==> src/rtl/hazard_ctrl_if.sv <==
// D-stage request / hazard-decision bundle between the decode stage and hazard_ctrl.
// Optional statistics ports exist only when HAZARD_STAT_EN is defined.
interface hazard_ctrl_if;
  logic [4:0]  d_rs;
  logic [4:0]  d_rt;
  logic [1:0]  d_tuse_rs;
  logic [1:0]  d_tuse_rt;
  logic [4:0]  d_wa;
  logic        d_we;
  logic [1:0]  d_tnew;
  logic        d_md_start;
  logic        d_md_div;
  logic        d_md_use;
  logic        stall;
  logic [1:0]  fwd_d_rs;
  logic [1:0]  fwd_d_rt;
  logic [1:0]  fwd_e_rs;
  logic [1:0]  fwd_e_rt;
  logic        md_busy;
`ifdef HAZARD_STAT_EN
  logic [31:0] stall_cnt;
  logic [31:0] md_stall_cnt;

  modport master (
    output d_rs, d_rt, d_tuse_rs, d_tuse_rt, d_wa, d_we, d_tnew,
           d_md_start, d_md_div, d_md_use,
    input  stall, fwd_d_rs, fwd_d_rt, fwd_e_rs, fwd_e_rt, md_busy,
           stall_cnt, md_stall_cnt
  );
  modport slave (
    input  d_rs, d_rt, d_tuse_rs, d_tuse_rt, d_wa, d_we, d_tnew,
           d_md_start, d_md_div, d_md_use,
    output stall, fwd_d_rs, fwd_d_rt, fwd_e_rs, fwd_e_rt, md_busy,
           stall_cnt, md_stall_cnt
  );
`else
  modport master (
    output d_rs, d_rt, d_tuse_rs, d_tuse_rt, d_wa, d_we, d_tnew,
           d_md_start, d_md_div, d_md_use,
    input  stall, fwd_d_rs, fwd_d_rt, fwd_e_rs, fwd_e_rt, md_busy
  );
  modport slave (
    input  d_rs, d_rt, d_tuse_rs, d_tuse_rt, d_wa, d_we, d_tnew,
           d_md_start, d_md_div, d_md_use,
    output stall, fwd_d_rs, fwd_d_rt, fwd_e_rs, fwd_e_rt, md_busy
  );
`endif
endinterface

==> src/rtl/hazard_ctrl.sv <==
// Hazard scheduler for the 5-stage pipeline: Tuse/Tnew stall, M/W forwarding, MDU busy window.
// Define HAZARD_STAT_EN to add the stall_cnt / md_stall_cnt statistics counters.
module hazard_ctrl #(
  parameter int MULT_CYCLES = 5,
  parameter int DIV_CYCLES  = 10,
  parameter int CNT_W       = 4
) (
  input  logic          clk,
  input  logic          reset,
  hazard_ctrl_if.slave  hz
);

  // E stage
  logic [4:0]       e_wa_q, e_wa_d;
  logic             e_we_q, e_we_d;
  logic [1:0]       e_tnew_q, e_tnew_d;
  logic [4:0]       e_rs_q, e_rs_d;
  logic [4:0]       e_rt_q, e_rt_d;
  logic             e_md_start_q, e_md_start_d;
  logic             e_md_div_q, e_md_div_d;
  // M stage
  logic [4:0]       m_wa_q, m_wa_d;
  logic             m_we_q, m_we_d;
  logic [1:0]       m_tnew_q, m_tnew_d;
  // W stage
  logic [4:0]       w_wa_q, w_wa_d;
  logic             w_we_q, w_we_d;
  logic [CNT_W-1:0] cnt_q, cnt_d;

  logic stall_reg, stall_md;

  function automatic logic hit(input logic we, input logic [4:0] wa, input logic [4:0] r);
    return we && (wa == r) && (r != 5'd0);
  endfunction

  function automatic logic late(input logic [1:0] tuse, input logic [1:0] tnew);
    return (tuse != 2'd3) && (tuse < tnew);
  endfunction

  function automatic logic [1:0] fwd_sel(input logic [4:0] r,
                                         input logic m_we, input logic [4:0] m_wa,
                                         input logic [1:0] m_tnew,
                                         input logic w_we, input logic [4:0] w_wa);
    if (hit(m_we, m_wa, r) && (m_tnew == 2'd0)) return 2'b01;
    else if (hit(w_we, w_wa, r))                return 2'b10;
    else                                        return 2'b00;
  endfunction

  always_comb begin
    stall_reg = (hit(e_we_q, e_wa_q, hz.d_rs) && late(hz.d_tuse_rs, e_tnew_q)) ||
                (hit(e_we_q, e_wa_q, hz.d_rt) && late(hz.d_tuse_rt, e_tnew_q)) ||
                (hit(m_we_q, m_wa_q, hz.d_rs) && late(hz.d_tuse_rs, m_tnew_q)) ||
                (hit(m_we_q, m_wa_q, hz.d_rt) && late(hz.d_tuse_rt, m_tnew_q));
    stall_md  = hz.d_md_use && ((cnt_q != '0) || e_md_start_q);
  end

  assign hz.stall    = stall_reg || stall_md;
  assign hz.md_busy  = (cnt_q != '0);
  assign hz.fwd_d_rs = fwd_sel(hz.d_rs, m_we_q, m_wa_q, m_tnew_q, w_we_q, w_wa_q);
  assign hz.fwd_d_rt = fwd_sel(hz.d_rt, m_we_q, m_wa_q, m_tnew_q, w_we_q, w_wa_q);
  assign hz.fwd_e_rs = fwd_sel(e_rs_q, m_we_q, m_wa_q, m_tnew_q, w_we_q, w_wa_q);
  assign hz.fwd_e_rt = fwd_sel(e_rt_q, m_we_q, m_wa_q, m_tnew_q, w_we_q, w_wa_q);

  // A stalled D instruction stays put; E receives an all-zero bubble instead.
  always_comb begin
    e_wa_d       = hz.stall ? 5'd0 : hz.d_wa;
    e_we_d       = hz.stall ? 1'b0 : hz.d_we;
    e_tnew_d     = hz.stall ? 2'd0 : hz.d_tnew;
    e_rs_d       = hz.stall ? 5'd0 : hz.d_rs;
    e_rt_d       = hz.stall ? 5'd0 : hz.d_rt;
    e_md_start_d = hz.stall ? 1'b0 : hz.d_md_start;
    e_md_div_d   = hz.stall ? 1'b0 : hz.d_md_div;
    m_wa_d       = e_wa_q;
    m_we_d       = e_we_q;
    m_tnew_d     = (e_tnew_q == 2'd0) ? 2'd0 : e_tnew_q - 2'd1;
    w_wa_d       = m_wa_q;
    w_we_d       = m_we_q;
    if (e_md_start_q)
      cnt_d = e_md_div_q ? CNT_W'(DIV_CYCLES) : CNT_W'(MULT_CYCLES);
    else if (cnt_q != '0)
      cnt_d = cnt_q - 1'b1;
    else
      cnt_d = '0;
  end

  always_ff @(posedge clk or posedge reset) begin
    if (reset) begin
      e_wa_q       <= '0;
      e_we_q       <= 1'b0;
      e_tnew_q     <= '0;
      e_rs_q       <= '0;
      e_rt_q       <= '0;
      e_md_start_q <= 1'b0;
      e_md_div_q   <= 1'b0;
      m_wa_q       <= '0;
      m_we_q       <= 1'b0;
      m_tnew_q     <= '0;
      w_wa_q       <= '0;
      w_we_q       <= 1'b0;
      cnt_q        <= '0;
    end else begin
      e_wa_q       <= e_wa_d;
      e_we_q       <= e_we_d;
      e_tnew_q     <= e_tnew_d;
      e_rs_q       <= e_rs_d;
      e_rt_q       <= e_rt_d;
      e_md_start_q <= e_md_start_d;
      e_md_div_q   <= e_md_div_d;
      m_wa_q       <= m_wa_d;
      m_we_q       <= m_we_d;
      m_tnew_q     <= m_tnew_d;
      w_wa_q       <= w_wa_d;
      w_we_q       <= w_we_d;
      cnt_q        <= cnt_d;
    end
  end

`ifdef HAZARD_STAT_EN
  logic [31:0] stall_cnt_q, stall_cnt_d;
  logic [31:0] md_stall_cnt_q, md_stall_cnt_d;

  always_comb begin
    stall_cnt_d    = hz.stall ? stall_cnt_q + 32'd1 : stall_cnt_q;
    md_stall_cnt_d = stall_md ? md_stall_cnt_q + 32'd1 : md_stall_cnt_q;
  end

  always_ff @(posedge clk or posedge reset) begin
    if (reset) begin
      stall_cnt_q    <= '0;
      md_stall_cnt_q <= '0;
    end else begin
      stall_cnt_q    <= stall_cnt_d;
      md_stall_cnt_q <= md_stall_cnt_d;
    end
  end

  assign hz.stall_cnt    = stall_cnt_q;
  assign hz.md_stall_cnt = md_stall_cnt_q;
`endif

endmodule

==> src/flat_wrapper.sv <==
// flat-port wrapper written by rule: the top's interface ports become plain ports
module hazard_ctrl_flat 
#(
  parameter int MULT_CYCLES = 5,
  parameter int DIV_CYCLES  = 10,
  parameter int CNT_W       = 4
)
  (clk, reset, hz_d_rs, hz_d_rt, hz_d_tuse_rs, hz_d_tuse_rt, hz_d_wa, hz_d_we, hz_d_tnew, hz_d_md_start, hz_d_md_div, hz_d_md_use, hz_stall, hz_fwd_d_rs, hz_fwd_d_rt, hz_fwd_e_rs, hz_fwd_e_rt, hz_md_busy);
  hazard_ctrl_if hz_i ();
  input  logic clk;
  input  logic reset;
  input wire logic [$bits(hz_i.d_rs)-1:0] hz_d_rs;
  input wire logic [$bits(hz_i.d_rt)-1:0] hz_d_rt;
  input wire logic [$bits(hz_i.d_tuse_rs)-1:0] hz_d_tuse_rs;
  input wire logic [$bits(hz_i.d_tuse_rt)-1:0] hz_d_tuse_rt;
  input wire logic [$bits(hz_i.d_wa)-1:0] hz_d_wa;
  input wire logic [$bits(hz_i.d_we)-1:0] hz_d_we;
  input wire logic [$bits(hz_i.d_tnew)-1:0] hz_d_tnew;
  input wire logic [$bits(hz_i.d_md_start)-1:0] hz_d_md_start;
  input wire logic [$bits(hz_i.d_md_div)-1:0] hz_d_md_div;
  input wire logic [$bits(hz_i.d_md_use)-1:0] hz_d_md_use;
  output wire logic [$bits(hz_i.stall)-1:0] hz_stall;
  output wire logic [$bits(hz_i.fwd_d_rs)-1:0] hz_fwd_d_rs;
  output wire logic [$bits(hz_i.fwd_d_rt)-1:0] hz_fwd_d_rt;
  output wire logic [$bits(hz_i.fwd_e_rs)-1:0] hz_fwd_e_rs;
  output wire logic [$bits(hz_i.fwd_e_rt)-1:0] hz_fwd_e_rt;
  output wire logic [$bits(hz_i.md_busy)-1:0] hz_md_busy;
  assign hz_i.d_rs = hz_d_rs;
  assign hz_i.d_rt = hz_d_rt;
  assign hz_i.d_tuse_rs = hz_d_tuse_rs;
  assign hz_i.d_tuse_rt = hz_d_tuse_rt;
  assign hz_i.d_wa = hz_d_wa;
  assign hz_i.d_we = hz_d_we;
  assign hz_i.d_tnew = hz_d_tnew;
  assign hz_i.d_md_start = hz_d_md_start;
  assign hz_i.d_md_div = hz_d_md_div;
  assign hz_i.d_md_use = hz_d_md_use;
  assign hz_stall = hz_i.stall;
  assign hz_fwd_d_rs = hz_i.fwd_d_rs;
  assign hz_fwd_d_rt = hz_i.fwd_d_rt;
  assign hz_fwd_e_rs = hz_i.fwd_e_rs;
  assign hz_fwd_e_rt = hz_i.fwd_e_rt;
  assign hz_md_busy = hz_i.md_busy;
  hazard_ctrl #(.MULT_CYCLES(MULT_CYCLES), .DIV_CYCLES(DIV_CYCLES), .CNT_W(CNT_W)) u_core (.clk(clk), .reset(reset), .hz(hz_i));
endmodule
==> config.mk <==
export PLATFORM = sky130hd
export DESIGN_NAME = hazard_ctrl_flat
export DESIGN_NICKNAME = d
export VERILOG_FILES = /design/src/rtl/hazard_ctrl_if.sv /design/src/rtl/hazard_ctrl.sv /design/src/flat_wrapper.sv
export SDC_FILE = /design/constraint.sdc
export NUM_CORES = 1
export LEC_CHECK = 0
export ABC_CLOCK_PERIOD_IN_PS = 5590
export BUFFER_PORTS_ARGS = -buffer_cell sky130_fd_sc_hd__buf_2
export CELL_PAD_IN_SITES_DETAIL_PLACEMENT = 1
export CELL_PAD_IN_SITES_GLOBAL_PLACEMENT = 1
export CORE_ASPECT_RATIO = 0.8
export CORE_MARGIN = 2
export CORE_UTILIZATION = 45
export CTS_CLUSTER_DIAMETER = 120
export DETAILED_ROUTE_END_ITERATION = 10
export PLACE_DENSITY_LB_ADDON = 0.08
export SLEW_MARGIN = 5
export SYNTH_ARGS = -nofsm -noshare
export SYNTH_HDL_FRONTEND = slang
export SYNTH_SLANG_ARGS = --single-unit
==> constraint.sdc <==
create_clock -name clk -period 5.59 [get_ports clk]
set_input_delay 0.559 -clock clk [delete_from_list [all_inputs] [get_ports clk]]
set_output_delay 0.559 -clock clk [all_outputs]
set_load 0.02 [all_outputs]
==> flow_summary.yaml <==
outcome:
  status: "completed"
global_route:
  grt_pass1_vias: 1838
  track_usage_pct: 23.66
  grt-ovfl-total: 0
  grt_pass1_wl_um: 9756
  grt_max_degree: 39
  antenna_found_initial: 0
routing:
  postRouteAntennaNets: 0
  wl_met3_um: 233
  wl_per_cell_um: 19.13
  drt_iter0_drc: 73
  drc: 0
  wl_met2_um: 2726
  drt-pass1-iter-count: 6
  drt-met1-wl_um: 2979
  via_per_inst: 5.486
  dr.max_layer_used: "met4"
  wl_um: 6025
  via_count: 1728
clocking:
  post_cts_resized: 0
  cts_buffers: 5
  post_cts_buffers: 0
  clk_pin_slew_ns: 0.09
  cts_buffer_depth: 2
  cts_tree: "yes"
  numClockSinks: 38
  htree_levels: 2
  postCtsHoldBufs: 0
  cts_root_buf: "clkbuf_8"
  clk_latency_ns: 0.31
timing:
  drv_slew: 0
  worstMarginPinSlew_ns: 0.9118
  slew-limit-headroom_pct: 38.89
  skew_ns: 0.01236
  setup-violations-final: 0
  rsz0062_at_grt: "false"
  timing.hold.ws_ns: 0.3574
  tns_ns: 0
  fin_crit_ns: 3.318
  fmax_mhz: 301.4
  finalCritPeriodShare_pct: 59.36
  final_hold_viol_count: 0
power:
  p_per_area_nw_per_um2: 351.0
  power.leakage_nw: 1.170
  irDropWorstVdd_v: 0.0002164
worst_setup_path:
  reg2reg_slack_ns: 3.09
  cp.arrival_ns: 2.76
  r2r-start: "u_core.m_wa_q[2]"
  worstSetupStartpointType: "flop"
  crit_fanout: 21
  cp-end-kind: "output port"
  timing_worst_setup_path_type: "flop to output port"
  timing.rr.end: "u_core.e_rt_q[2]"
  reg2reg_depth: 5
  required_ns: 5.03
floorplanning:
  die_h_um: 67.26
  rows: 22
  die_area_um2: 5587
  die_w_um: 83.07
  io_pins: 37
  coreArea_um2: 4707
  start_util_pct: 47.82
placement:
  port_buffers: 36
  gp_congestion: 0.8299
  hpwlAfterDp_um: 4441
logic_synthesis:
  synth_area_um2: 2251
  ys_types: 39
  synthArstFlopShare_pct: 100.0
  ys_ff_latch: 38
  synthTopCellsByArea: "dfrtp_1, xnor2_1, xor2_1"
  synth.most_common_cell: "dfrtp_1"
  ys_seq_area_share_pct: 42.25
  syn_area_per_cell_um2: 10.05
  syn_nets: 255
  netlist_instances: 224
  synth_ff_type: "dfrtp_1"
  synth_common_cells: "dfrtp_1, xnor2_1, nand3_1"
  synth-edff-count: 0
  yosys_warnings: 0
  yosysTopAreaCellShare_pct: 42.25
  synth_top_area_cell: "dfrtp_1"
finish:
  syn_to_final_growth_pct: 13.90
  multiInputGateArea_um2: 1179
  fillCellCount: 527
  seqCellArea_um2: 950.9
  diodes: 0
  nNetsFinal: 285
  final_layout_size_suffix_gt1_share_pct: 28.24
min_path:
  min_path_type: "input pin to asynchronous set/reset pin"
flow_run:
  cap_violations: 0
through the flow:
step	utilization [%]	setup slack, ns	std cells	area (um^2)	power [mW]
final	54.47	2.272	315	2564	0.8998
after global routing	54.47	2.143	315	2564	0.9469
after CTS	54.47	2.282	315	2564	0.9035
after detailed placement	51.54	2.410	307	2426	0.6145
after global placement	51.54	2.473	307	2426	0.6073
after floorplan	-	3.046	224	2251	0.5497
where the power goes:
group	internal, mW	total, mW	switching (mW)
sequential	0.321	0.387	0.0664
clock	0.179	0.290	0.111
combinational	0.103	0.223	0.120
layout make-up:
class | instances | share of cell area (%)
multi-input combinational | 164 | 45.97
clock inverter | 3 | 2.684
tap | 60 | 2.928
inverter | 7 | 1.025
clock buffer | 5 | 2.684
timing repair buffer | 38 | 7.613
sequential | 38 | 37.09
cell usage in the layout, fill, tap and decap left out, drive strengths merged, types with 2 or more instances in the layout:
| master | instances |
|---|---|
| dfrtp | 38 |
| buf | 38 |
| nor2 | 31 |
| xnor2 | 29 |
| nand3 | 22 |
| xor2 | 21 |
| nor4 | 8 |
| inv | 7 |
| nand4 | 7 |
| nand2 | 6 |
| clkbuf | 5 |
| or4 | 5 |
| nor2b | 4 |
| ha | 4 |
| o21ai | 4 |
| nor3 | 3 |
| nand2b | 2 |
| a211oi | 2 |
| a21oi | 2 |
| bufinv | 2 |
| a2111oi | 2 |
state kept, by name, indices dropped and copies added (netlist names), 2 cells and up:
name / count
u_core.cnt_q: 4
u_core.e_wa_q: 5
u_core.e_rs_q: 5
u_core.m_tnew_q: 2
u_core.m_wa_q: 5
u_core.w_wa_q: 5
u_core.e_rt_q: 5
u_core.e_tnew_q: 2
routing by layer:
metal	vias to the layer above	track usage, %
met1	856	31.89
met5	-	0
li1	823	-
met4	0	9.221
met2	42	38.61
met3	7	4.279
worst max-delay path by stage:
stage	from	end	slack [ns]	depth (start not counted)
final	u_core.m_wa_q[2]	hz_stall	2.27	5
after global routing	u_core.m_wa_q[2]	hz_stall	2.14	5
after CTS	u_core.m_wa_q[2]	hz_stall	2.28	5
after detailed placement	hz_d_rt[2]	hz_stall	2.41	6
after global placement	hz_d_rt[2]	hz_stall	2.47	6
after floorplan	hz_d_rs[3]	hz_fwd_d_rs[1]	3.05	5
kinds of logic (layout without fill, tap and decap cells):
| kind of cell | after synthesis | count (layout) | share of synthesized area (%) |
|---|---|---|---|
| AND/OR/NAND/NOR | 94 | 94 | 24.01 |
| XOR/XNOR | 50 | 50 | 19.46 |
| adder cells (fa/ha/maj) | 4 | 4 | 2.224 |
| AO/OA/AOI/OAI | 16 | 16 | 6.671 |
| buffers and inverters | 22 | 53 | 5.392 |
| flip-flops | 38 | 38 | 42.25 |
critical path: stages (launching register included):
cell      delay (ns)
dfrtp_1         0.49
xor2_1          0.18
nor4_1          0.45
nand4b_1        0.80
nand3b_1        0.33
buf_2           0.20
(Power assumes the default switching activity.)
